===== config.mk =====
export PLATFORM = sky130hd
export DESIGN_NAME = list_walker
export DESIGN_NICKNAME = d
export VERILOG_FILES = /design/src/rtl/list_walker_pkg.sv /design/src/rtl/walker_timeout.sv /design/src/rtl/list_walker.sv
export SDC_FILE = /design/constraint.sdc
export NUM_CORES = 1
export LEC_CHECK = 0
export ABC_CLOCK_PERIOD_IN_PS = 4350
export CORE_AREA = 2 2 134 71
export DETAILED_ROUTE_END_ITERATION = 8
export DIE_AREA = 0 0 136 73
export PLACE_DENSITY = 0.76
export SYNTH_ARGS = -nofsm -noshare
export SYNTH_HDL_FRONTEND = slang
export SYNTH_SLANG_ARGS = --single-unit

===== constraint.sdc =====
create_clock -name clk -period 4.35 [get_ports clk]
set_clock_uncertainty 0.2 [all_clocks]
set_input_delay 1.305 -clock clk [delete_from_list [all_inputs] [get_ports clk]]
set_output_delay 1.305 -clock clk [all_outputs]
set_load 0.05 [all_outputs]

===== src/rtl/list_walker_pkg.sv =====
// list_walker_pkg: shared state encodings, default widths and small helpers
// for the list walker and its wait counter.
package list_walker_pkg;

  // Word width of the memory unit; pointers and elements share it.
  localparam int unsigned MEMORY_DATA_WIDTH = 24;

  localparam int unsigned LW_DATA_WIDTH     = MEMORY_DATA_WIDTH;
  localparam int unsigned LW_COUNT_WIDTH    = 8;
  localparam int unsigned LW_MAX_STEPS      = 255;
  localparam int unsigned LW_TIMEOUT_CYCLES = 64;
  localparam int unsigned LW_NIL            = 0;

  // Walker FSM encodings.
  localparam int unsigned LW_STATE_W = 3;
  localparam logic [2:0] LW_IDLE     = 3'd0;
  localparam logic [2:0] LW_REQ_CAR  = 3'd1;
  localparam logic [2:0] LW_WAIT_CAR = 3'd2;
  localparam logic [2:0] LW_EMIT     = 3'd3;
  localparam logic [2:0] LW_REQ_CDR  = 3'd4;
  localparam logic [2:0] LW_WAIT_CDR = 3'd5;
  localparam logic [2:0] LW_DONE     = 3'd6;

  // One-hot-ish memory request strobes; car and cdr are never both set.
  typedef struct packed {
    logic car;
    logic cdr;
  } lw_mem_req_t;

  // True in the two states that wait on a memory response.
  function automatic logic lw_is_wait(input logic [2:0] s);
    return (s == LW_WAIT_CAR) || (s == LW_WAIT_CDR);
  endfunction

  // True in the two single-cycle request states.
  function automatic logic lw_is_req(input logic [2:0] s);
    return (s == LW_REQ_CAR) || (s == LW_REQ_CDR);
  endfunction

endpackage


===== src/rtl/walker_timeout.sv =====
// walker_timeout: loadable down-counter bounding a single memory wait.
// load_i restarts the count; expired_o rises once en_i has been high for
// TIMEOUT_CYCLES consecutive cycles since the load.
module walker_timeout
  import list_walker_pkg::*;
#(
  parameter int unsigned TIMEOUT_CYCLES = LW_TIMEOUT_CYCLES
) (
  input  logic clk,
  input  logic rst,
  input  logic load_i,
  input  logic en_i,
  output logic expired_o
);

  // The flag is judged in the last waiting cycle, so count to TIMEOUT_CYCLES-1.
  localparam int unsigned LOAD_VAL = (TIMEOUT_CYCLES > 1) ? TIMEOUT_CYCLES - 1 : 0;
  localparam int unsigned CNT_W    = (LOAD_VAL > 0) ? $clog2(LOAD_VAL + 1) : 1;

  logic [CNT_W-1:0] cnt_q, cnt_d;
  logic             expired_q, expired_d;

  // Next count: reload on entry to a wait, otherwise decrement toward zero.
  always_comb begin
    cnt_d     = cnt_q;
    expired_d = expired_q;
    if (load_i) begin
      cnt_d     = CNT_W'(LOAD_VAL);
      expired_d = (LOAD_VAL == 0);
    end else if (en_i && (cnt_q != '0)) begin
      cnt_d     = cnt_q - CNT_W'(1);
      expired_d = (cnt_q == CNT_W'(1));
    end
  end

  // Counter and flag registers.
  always_ff @(posedge clk or posedge rst) begin
    if (rst) begin
      cnt_q     <= '0;
      expired_q <= 1'b0;
    end else begin
      cnt_q     <= cnt_d;
      expired_q <= expired_d;
    end
  end

  assign expired_o = expired_q;

endmodule


===== src/rtl/list_walker.sv =====
// list_walker: walks a cons-cell list from head_ptr through the memory car/cdr
// handshake, streaming each car over elem_valid/elem_ready and reporting the
// element count with an overflow flag when MAX_STEPS is reached.
// Optional: define LIST_WALKER_TIMEOUT_EN to bound each memory wait by
// TIMEOUT_CYCLES (walker_timeout); otherwise waits are unbounded, timeout=0.
module list_walker
  import list_walker_pkg::*;
#(
  parameter int unsigned DATA_WIDTH     = LW_DATA_WIDTH,
  parameter int unsigned NIL_VALUE      = LW_NIL,
  parameter int unsigned MAX_STEPS      = LW_MAX_STEPS,
  parameter int unsigned COUNT_WIDTH    = LW_COUNT_WIDTH,
  parameter int unsigned TIMEOUT_CYCLES = LW_TIMEOUT_CYCLES
) (
  input  logic                   clk,
  input  logic                   rst,
  input  logic                   start,
  input  logic [DATA_WIDTH-1:0]  head_ptr,
  output logic                   busy,
  output logic                   done,
  output logic                   overflow,
  output logic                   timeout,
  output logic [COUNT_WIDTH-1:0] count,
  output logic                   elem_valid,
  input  logic                   elem_ready,
  output logic [DATA_WIDTH-1:0]  elem_data,
  output logic                   mem_car,
  output logic                   mem_cdr,
  output logic                   mem_cons,
  output logic [DATA_WIDTH-1:0]  mem_data_in,
  input  logic [DATA_WIDTH-1:0]  mem_data_out,
  input  logic                   mem_ready
);

  localparam logic [DATA_WIDTH-1:0]  NIL     = DATA_WIDTH'(NIL_VALUE);
  localparam logic [COUNT_WIDTH-1:0] MAX_CNT = COUNT_WIDTH'(MAX_STEPS);

  logic [LW_STATE_W-1:0]  state_q, state_d;
  logic [DATA_WIDTH-1:0]  ptr_q, ptr_d;
  logic [DATA_WIDTH-1:0]  elem_q, elem_d;
  logic [DATA_WIDTH-1:0]  addr_q, addr_d;
  logic [COUNT_WIDTH-1:0] count_q, count_d;
  logic                   overflow_q, overflow_d;
  logic                   timeout_q, timeout_d;
  logic                   busy_q, busy_d;
  logic                   done_q, done_d;
  logic                   valid_q, valid_d;
  lw_mem_req_t            req_q, req_d;
  logic                   wait_expired_c;

`ifdef LIST_WALKER_TIMEOUT_EN
  logic tmo_load_c;
  logic tmo_en_c;
  logic tmo_expired;

  // Every wait is entered from a request state, so reload there.
  assign tmo_load_c = lw_is_req(state_q);
  assign tmo_en_c   = lw_is_wait(state_q) && !mem_ready;

  walker_timeout #(
    .TIMEOUT_CYCLES(TIMEOUT_CYCLES)
  ) u_timeout (
    .clk       (clk),
    .rst       (rst),
    .load_i    (tmo_load_c),
    .en_i      (tmo_en_c),
    .expired_o (tmo_expired)
  );

  assign wait_expired_c = tmo_expired;
`else
  // Waits are unbounded; TIMEOUT_CYCLES only matters with the wait counter built in.
  localparam bit TIMEOUT_BUILT = 1'b0;
  assign wait_expired_c = TIMEOUT_BUILT && (TIMEOUT_CYCLES != 0);
`endif

  // Next-state and walk bookkeeping.
  always_comb begin
    state_d    = state_q;
    ptr_d      = ptr_q;
    elem_d     = elem_q;
    count_d    = count_q;
    overflow_d = overflow_q;
    timeout_d  = timeout_q;

    case (state_q)
      LW_IDLE: begin
        if (start) begin
          count_d    = '0;
          overflow_d = 1'b0;
          timeout_d  = 1'b0;
          ptr_d      = head_ptr;
          state_d    = (head_ptr == NIL) ? LW_DONE : LW_REQ_CAR;
        end
      end
      LW_REQ_CAR: state_d = LW_WAIT_CAR;
      LW_WAIT_CAR: begin
        if (mem_ready) begin
          elem_d  = mem_data_out;
          state_d = LW_EMIT;
        end else if (wait_expired_c) begin
          timeout_d = 1'b1;
          state_d   = LW_DONE;
        end
      end
      LW_EMIT: begin
        if (elem_ready) begin
          count_d = count_q + COUNT_WIDTH'(1);
          state_d = LW_REQ_CDR;
        end
      end
      LW_REQ_CDR: state_d = LW_WAIT_CDR;
      LW_WAIT_CDR: begin
        if (mem_ready) begin
          ptr_d = mem_data_out;
          if (mem_data_out == NIL) begin
            state_d = LW_DONE;
          end else if (count_q == MAX_CNT) begin
            overflow_d = 1'b1;
            state_d    = LW_DONE;
          end else begin
            state_d = LW_REQ_CAR;
          end
        end else if (wait_expired_c) begin
          timeout_d = 1'b1;
          state_d   = LW_DONE;
        end
      end
      LW_DONE: state_d = LW_IDLE;
      default: state_d = LW_IDLE;
    endcase
  end

  // Output decode from the upcoming state so every output is a register.
  always_comb begin
    busy_d    = (state_d != LW_IDLE);
    done_d    = (state_d == LW_DONE);
    valid_d   = (state_d == LW_EMIT);
    req_d.car = (state_d == LW_REQ_CAR);
    req_d.cdr = (state_d == LW_REQ_CDR);
    addr_d    = lw_is_req(state_d) ? ptr_d : '0;
  end

  // State, datapath and output registers.
  always_ff @(posedge clk or posedge rst) begin
    if (rst) begin
      state_q    <= LW_IDLE;
      ptr_q      <= NIL;
      elem_q     <= '0;
      addr_q     <= '0;
      count_q    <= '0;
      overflow_q <= 1'b0;
      timeout_q  <= 1'b0;
      busy_q     <= 1'b0;
      done_q     <= 1'b0;
      valid_q    <= 1'b0;
      req_q      <= '0;
    end else begin
      state_q    <= state_d;
      ptr_q      <= ptr_d;
      elem_q     <= elem_d;
      addr_q     <= addr_d;
      count_q    <= count_d;
      overflow_q <= overflow_d;
      timeout_q  <= timeout_d;
      busy_q     <= busy_d;
      done_q     <= done_d;
      valid_q    <= valid_d;
      req_q      <= req_d;
    end
  end

  assign busy        = busy_q;
  assign done        = done_q;
  assign overflow    = overflow_q;
  assign timeout     = timeout_q;
  assign count       = count_q;
  assign elem_valid  = valid_q;
  assign elem_data   = elem_q;
  assign mem_car     = req_q.car;
  assign mem_cdr     = req_q.cdr;
  assign mem_cons    = 1'b0;
  assign mem_data_in = addr_q;

endmodule


### Word-level counts from Yosys, hierarchy flattened

Cells that the tools add are included.

* register bits: 89
* bits of input ports: 53
* output and inout port bits: 64
* logic and storage cells: 57

* add/sub/neg operators: 1
* eq/ne operators: 15
* multiplexer cells: 20
* reductions and logical operators: 10

Operators with widths (number)
* two-way mux 24 bit: 3
* logical NOT 24 bit: 2
* case mux 24 bit (2 select lines): 1
* two-way mux 3 bit: 7
* case mux 3 bit (6 select lines): 1
* two-way mux 8 bit: 2
* case mux 8 bit (2 select lines): 1
* == test 3 bit, second input constant: 4
* inequality test 2 bit, second input constant: 5
* == test 3 x 2 -> 1 bit, second input constant: 3
* adder 8 x 1 -> 8 bit, second input constant: 1
* == test 8 bit, second input constant: 1
* == test 3 x 1 -> 1 bit, second input constant: 2
* AND reduction 5 bit: 1
* two-way mux 1 bit: 4
* nonzero test 2 bit: 2
* logical NOT 3 bit: 1
* AND reduction 3 bit: 1
* nonzero test 3 bit: 1
* case mux 1 bit (2 select lines): 1
* AND reduction 2 bit: 1
* logical OR 1 bit: 1

### Longest topological paths before layout

Gate-level depths: netlist (run 1).

* depth after elaboration: 8
* mapped depth: 8
* depth with buffers taken out: 6

### Worst setup path after synthesis (run 1)

OpenSTA, ideal clock, no wires.

* path kind: input to register
* start point: in mem_ready
* end point: reg addr_q[10], in the netlist mem_data_in[10]
* library setup time: 92 ps
* arrival: 2541 ps
* required time: 4058 ps
* slack: 1518 ps
* cell stages on the path: 7
* buffers on the path: 1
* cells stage by stage: nand2_1 and3_4 or2_4 a2111oi_4 inv_2 buf_6 o31ai_2

* cells in the longest elaborated chain, start to end: 5
* elaborated cells between the ends (all ways): 9
* classes of those cells: eq/ne: 2; mux: 6; reduce/logical: 1

RTL lines
* start, declared: line list_walker.sv:32 `input logic mem_ready`
* two-way mux 3 bit, on equally long branches: line list_walker.sv:114, list_walker.sv:98
* case mux 3 bit (6 select lines): line list_walker.sv:86 `case (state_q)`
* == test 3 x 1 -> 1 bit or == test 3 bit (tied branches): line list_walker_pkg.sv:37 `return (s == LW_REQ_CAR) || (s == LW_REQ_CDR);`
* logical OR 1 bit: line list_walker_pkg.sv:37
* two-way mux 24 bit *: line list_walker.sv:141 `addr_d = lw_is_req(state_d) ? ptr_d : '0;`
* net addr_d[10]: line list_walker.sv:41 `logic [DATA_WIDTH-1:0] addr_q, addr_d;`
* end signal, assigned: line list_walker.sv:162 `addr_q <= addr_d;`
* end, declared: line list_walker.sv:41

The timed path passes the listed nets; every way through them passes the cells marked *.
A chain may end at the register's enable or synchronous reset.

### Final worst setup path (run 1)

* start point: in mem_data_out[20]
* end point: reg addr_q[1], in the netlist mem_data_in[1]

* cells in the longest elaborated chain, start to end: 7
* elaborated cells between the ends (all ways): 8
* classes of those cells: eq/ne: 2; mux: 4; reduce/logical: 2

RTL lines
* start, declared: line list_walker.sv:31 `input logic [DATA_WIDTH-1:0] mem_data_out,`
* logical NOT 24 bit *: line list_walker.sv:116 `if (mem_data_out == NIL) begin`
* two-way mux 3 bit *: line list_walker.sv:116
* two-way mux 3 bit *: line list_walker.sv:114 `if (mem_ready) begin`
* case mux 3 bit (6 select lines) *: line list_walker.sv:86
* == test 3 x 1 -> 1 bit or == test 3 bit (tied branches): line list_walker_pkg.sv:37
* logical OR 1 bit *: line list_walker_pkg.sv:37
* two-way mux 24 bit *: line list_walker.sv:141
* net addr_d[1]: line list_walker.sv:41

Marked as above.

==> results of run 1 <==
[sequential cells by signal, indices dropped and copies added, names as in the netlist]
signal	flops
mem_cdr	1
mem_car	1
state_q	3
busy	1
count	8
done	1
overflow	1
elem_valid	1
ptr_q	24
mem_data_in	24
elem_data	24
[metal layers]
layer / vias to the layer above / part of all wire / wire length, µm
met5: - / 0 / 0
met4: 0 / 0.013 / 156
met3: 15 / 0.10 / 1170
met2: 161 / 0.40 / 4680
met1: 1641 / 0.49 / 5730
li1: 1528 / - / -
[metrics by stage]
stage,power [mW],std cells,setup slack [ns],utilization
floorplan,2.97,366,0.538,-
global placement,3.59,586,0.659,0.595
detailed placement,3.66,586,0.531,0.595
CTS,4.45,602,0.921,0.629
global route,4.67,602,0.722,0.629
finish,4.46,602,0.884,0.629
[cell families after synthesis]
| family | count (synthesis) | synth area share |
|---|---|---|
| buffers and inverters | 55 | 0.0673 |
| muxes | 25 | 0.0688 |
| adders and majority gates | 1 | 0.00306 |
| and+or+nand+nor | 78 | 0.103 |
| AOI/OAI and AO/OA | 112 | 0.204 |
| other | 1 | 0.000917 |
| xor gates and xnor gates | 4 | 0.00856 |
| DFF | 89 | 0.544 |
[synthesized netlist by cell type]
cell type,n
buf_2,7
buf_6,6
o21ai_1,32
o211a_1,1
dfrtp_1,89
or2_2,1
o31ai_2,18
nor2_1,11
nand2_1,32
and3_1,1
ha_1,1
and4b_1,1
o21ai_2,4
inv_1,27
nor3b_2,1
or2_4,2
and3_4,1
or3_1,3
nor4_1,12
conb_1,1
a2111oi_1,1
o21ai_0,17
o2111ai_1,1
nand4_1,4
o21a_1,1
a22oi_1,24
buf_4,4
mux2_2,25
nor3_2,1
nor3_1,3
nand3_1,3
nor4b_2,1
a311o_1,1
inv_2,2
a2111oi_4,1
a21oi_1,4
clkbuf_1,9
o31ai_1,6
a22o_1,1
xor2_1,4
nor4b_4,1
[power breakdown]
group	switching (mW)	internal [mW]
clock	0.321	0.459
combinational	1.56	0.807
sequential	0.167	1.14
[worst paths after layout]
kind	start	endpoint	slack, ns	depth (start not counted)
setup / recovery	mem_data_out[20]	mem_data_in[1]	0.88	7
hold / removal	elem_data[7]	elem_data[7]	0.31	1
setup reg to reg	state_q[0]	mem_data_in[1]	1.84	7
hold reg to reg	elem_data[7]	elem_data[7]	0.31	1
max in group asynchronous	rst	ptr_q[16]	2.06	3
min in group asynchronous	rst	mem_data_in[10]	1.18	2
[cell type report]
class / instances / area [µm²]
Fill cell: 693 / 3320
Sequential cell: 89 / 2230
Multi-Input combinational cell: 222 / 1600
Timing Repair Buffer: 125 / 1240
Clock buffer: 11 / 243
Tap cell: 121 / 151
Inverter: 29 / 110
Clock inverter: 5 / 55.1
[worst reg2reg max path, cell delays in order (launching register included)]
cell	delay, ns
dfrtp_1	0.53
nand2_1	0.14
nor3_2	0.05
buf_4	0.18
or2_4	0.26
a2111oi_4	0.36
inv_2	0.34
o31ai_1	0.34
==> impl_metrics.tcl, run 1 <==
set metrics [dict create \
    hold_viol 0 \
    io_pins 117 \
    layout-drive-gt1-share 0.177 \
    rows 25 \
    cts_setup_buffers 0 \
    cts_tree "yes" \
    worst-endpoint-arrival_ns 3.47 \
    whs_ns 0.309 \
    chipHeight_um 73 \
    rsz0062_at_grt "no" \
    leakagePower_nw 2.32 \
    worst_path_largest_cell_delay_ns 0.50 \
    postRouteAntennaNets 0 \
    setup_tns_ns 0 \
    synth.distinct_cells 41 \
    yosysWarnings 0 \
    grt_use_total 0.247 \
    grt_pass1_vias 3276 \
    synth_cells 365 \
    max_cap_viol_count 0 \
    power_density_mw_per_mm2 792 \
    clkTransAtPathRegs_ns 0.06 \
    grt-busiest-layer "met1" \
    cts_sinks 89 \
    cts_htree_levels 3 \
    nNetsFinal 530 \
    die_w_um 136 \
    drcViolationCount 0 \
    worstSkewPairLatency_ns 0.34 \
    core-area_mm2 0.00895 \
    setup_violations 0 \
    timing.fmax_mhz 289 \
    cts_buffer_depth 2 \
    min_path_type "reg2reg" \
    critPathKind "in2reg" \
    ys_seq_area_frac 0.544 \
    irDropWorstVdd_uv 507 \
    avgViaCountPerCell 5.56 \
    postCtsHoldBufs 0 \
    first_pass_iters 5 \
    syn_to_final_growth_pct 37.5 \
    routed_wirelength_um 11700 \
    slew_headroom 0.345 \
    grt_pass1_wl_um 18100 \
    crit_family "buffers and inverters" \
    fin_area_mm2 0.00562 \
    cts_resized 0 \
    grt_util_met2 0.324 \
    dp.final_hpwl_um 8500 \
    vias 3345 \
    final_cell_mix "clkdlybuf4s50_1 (114), dfrtp_1 (89), nand2_1 (32), o21ai_1 (32), inv_1 (26)" \
    drt_iter0_drc 316 \
    end_kind "flop" \
    syn_area_per_cell_um2 11.2 \
    diodes 0 \
    min_period_ns 3.47 \
    worstMarginPinSlew_ns 0.982 \
    cp_data_required_time_ns 4.35 \
    path_max_fanout 26 \
    finalMaxSlewViolations 0 \
    dpl_cell_area_mm2 0.00533 \
    yosysTopAreaCellShare 0.544 \
    synth_largest_area_cell "dfrtp_1" \
    synthesis.area_mm2 0.00409 \
    cts_root_buf "clkbuf_16" \
    antenna_found_initial 0 \
    path_cells "clkdlybuf4s50_1, nor4_1, nand4_1, nor3_1, a2111oi_4, inv_2, o31ai_1" \
    crit_buf_inv 2 \
    synth.ff_latch_count 89 \
    start_util 0.457 \
    period_share 0.797 \
    die-area_mm2 0.00993 \
    globalRouteOverflowTotal 0 \
    port_buffers 114 \
    worstSetupStartpointType "input pin" \
    layout_commonest_cell "clkdlybuf4s50_1" \
    cpMaxStageDelayCell "clkdlybuf4s50_1" \
    cts_buffers 9 \
    use_met3 0.0771 \
    status "complete, no violations" \
    grt_max_degree 50 \
    wl_per_cell_um 19.5 \
    synthTopCellsByArea "dfrtp_1 (54%), mux2_2 (6.9%), o31ai_2 (5.5%), a22oi_1 (4.4%), o21ai_1 (3.9%)" \
    grtUsageMet1 0.386 \
    gp_congestion 0.985 \
]
(Power assumes the default switching activity.)
==> inputs of run 2 (changes only) <==
--- a/config.mk
+++ b/config.mk
@@ -5,11 +5,11 @@
 export SDC_FILE = /design/constraint.sdc
 export NUM_CORES = 1
 export LEC_CHECK = 0
-export ABC_CLOCK_PERIOD_IN_PS = 4350
-export CORE_AREA = 2 2 134 71
+export ABC_CLOCK_PERIOD_IN_PS = 2900
+export CORE_AREA = 2 2 141 74
 export DETAILED_ROUTE_END_ITERATION = 8
-export DIE_AREA = 0 0 136 73
-export PLACE_DENSITY = 0.76
+export DIE_AREA = 0 0 143 76
+export PLACE_DENSITY = 0.73
 export SYNTH_ARGS = -nofsm -noshare
 export SYNTH_HDL_FRONTEND = slang
 export SYNTH_SLANG_ARGS = --single-unit
==> constraint.sdc (replaced) <==
create_clock -name clk -period 2.9 [get_ports clk]
set_clock_uncertainty 0.2 [all_clocks]
set_input_delay 0.87 -clock clk [delete_from_list [all_inputs] [get_ports clk]]
set_output_delay 0.87 -clock clk [all_outputs]
set_load 0.05 [all_outputs]
==> impl_metrics.tcl, run 2 (synthesized netlist as in run 1, its figures left out) <==
set metrics [dict create \
    grt_pass1_wl_um 19100 \
    nNetsFinal 578 \
    worst-endpoint-arrival_ns 2.81 \
    worstMarginPinSlew_ns 0.541 \
    cts_resized 0 \
    rsz0062_at_grt "no" \
    syn_to_final_growth_pct 48.7 \
    path_max_fanout 24 \
    chipHeight_um 76 \
    first_pass_iters 6 \
    path_cells "clkdlybuf4s50_1, buf_4, and4b_1, or2_4, o21ai_1, o21ai_1, o31ai_2" \
    cts_htree_levels 3 \
    gp_congestion 0.943 \
    clkTransAtPathRegs_ns 0.07 \
    end_kind "flop" \
    drcViolationCount 0 \
    cts_buffer_depth 2 \
    hold_viol 0 \
    final_cell_mix "clkdlybuf4s50_1 (114), dfrtp_1 (89), buf_4 (54)" \
    rows 26 \
    cts_root_buf "clkbuf_16" \
    core-area_mm2 0.00979 \
    die_w_um 143 \
    grt-busiest-layer "met1" \
    critPathKind "in2reg" \
    min_period_ns 2.77 \
    routed_wirelength_um 12200 \
    globalRouteOverflowTotal 0 \
    grt_pass1_vias 3477 \
    grt_max_degree 29 \
    use_met3 0.0742 \
    min_path_type "reg2reg" \
    cts_buffers 9 \
    postRouteAntennaNets 0 \
    irDropWorstVdd_uv 762 \
    cts_tree "yes" \
    antenna_found_initial 0 \
    status "complete, no violations" \
    grt_util_met2 0.310 \
    postCtsHoldBufs 0 \
    setup_violations 0 \
    layout_commonest_cell "clkdlybuf4s50_1" \
    cts_sinks 89 \
    leakagePower_nw 2.58 \
    wl_per_cell_um 18.2 \
    dp.final_hpwl_um 9090 \
    grtUsageMet1 0.367 \
    die-area_mm2 0.0109 \
    port_buffers 114 \
    diodes 0 \
    place_ws_ns -0.153 \
    crit_buf_inv 2 \
    cts_setup_buffers 0 \
    cp_data_required_time_ns 2.94 \
    power_density_mw_per_mm2 1160 \
    avgViaCountPerCell 5.26 \
    worstSetupStartpointType "input pin" \
    fin_ws_ns 0.131 \
    crit_family "compound AO/OA/AOI/OAI gates" \
    max_cap_viol_count 0 \
    worstSkewPairLatency_ns 0.34 \
    cpMaxStageDelayCell "o21ai_1" \
    vias 3521 \
    slew_headroom 0.638 \
    start_util 0.418 \
    worst_path_largest_cell_delay_ns 0.44 \
    period_share 0.955 \
    totalPowerFinal_mw 7.04 \
    timing.fmax_mhz 361 \
    io_pins 117 \
    layout-drive-gt1-share 0.251 \
    path_common_cell "o21ai_1" \
    fillerInstances 769 \
    drt_iter0_drc 294 \
    grt_use_total 0.235 \
    finalMaxSlewViolations 0 \
]
## run 2: cell count changes in the layout (fill, tap and decap cells not counted), sizes merged
cell    previous run  this run
buf               11        59
bufinv             1         2
clkbuf            11        10
clkinv             3         1
inv               28        30
## run 2: stage by stage
step                      hold WS (ns)  instance area [µm²]  setup TNS [ns]   util  std cells
after floorplan                  0.304                 4100               0      -        366
after global placement           0.289                 5760           -2.78  0.589        653
after detailed placement         0.298                 5760           -3.53  0.589        653
after CTS                        0.310                 6080               0  0.621        669
after global routing             0.330                 6080               0  0.621        669
final                            0.309                 6080               0  0.621        669
## run 2: final timing paths
check | from | to | slack [ns] | cells past startpoint
min | elem_data[9] | elem_data[9] | 0.31 | 1
max in group asynchronous | rst | ptr_q[3] | 1.19 | 3
max reg2reg | state_q[0] | mem_data_in[20] | 0.58 | 7
max | mem_ready | mem_data_in[20] | 0.13 | 7
min in group asynchronous | rst | mem_data_in[19] | 0.72 | 2
min reg2reg | elem_data[9] | elem_data[9] | 0.31 | 1
## run 2: layout make-up
type                            count  area (µm²)  area share
Timing Repair Buffer              173        1650       0.271
Tap cell                          140         175      0.0288
Clock inverter                      6        90.1      0.0148
Inverter                           29         113      0.0185
Clock buffer                       10         229      0.0376
Sequential cell                    89        2230       0.366
Multi-Input combinational cell    222        1600       0.263
## run 2: report_power, final
part / total, mW / switching (mW) / internal (mW)
logic: 3.79 / 2.37 / 1.43
registers: 1.99 / 0.272 / 1.72
clock network: 1.25 / 0.494 / 0.760
total: 7.04 / 3.13 / 3.90
## run 2: worst register-to-register path: stages (launching register included)
cell       delay (ns)
dfrtp_1          0.63
nand2_1          0.10
and3_4           0.20
or2_4            0.23
a2111oi_4        0.36
inv_2            0.10
buf_12           0.18
o31ai_2          0.24
## run 2: metal layers
layer | wire (µm) | up-vias
met1 | 6070 | 1707
met4 | 146 | 0
met2 | 4770 | 177
met5 | 0 | -
li1 | - | 1624
met3 | 1200 | 13
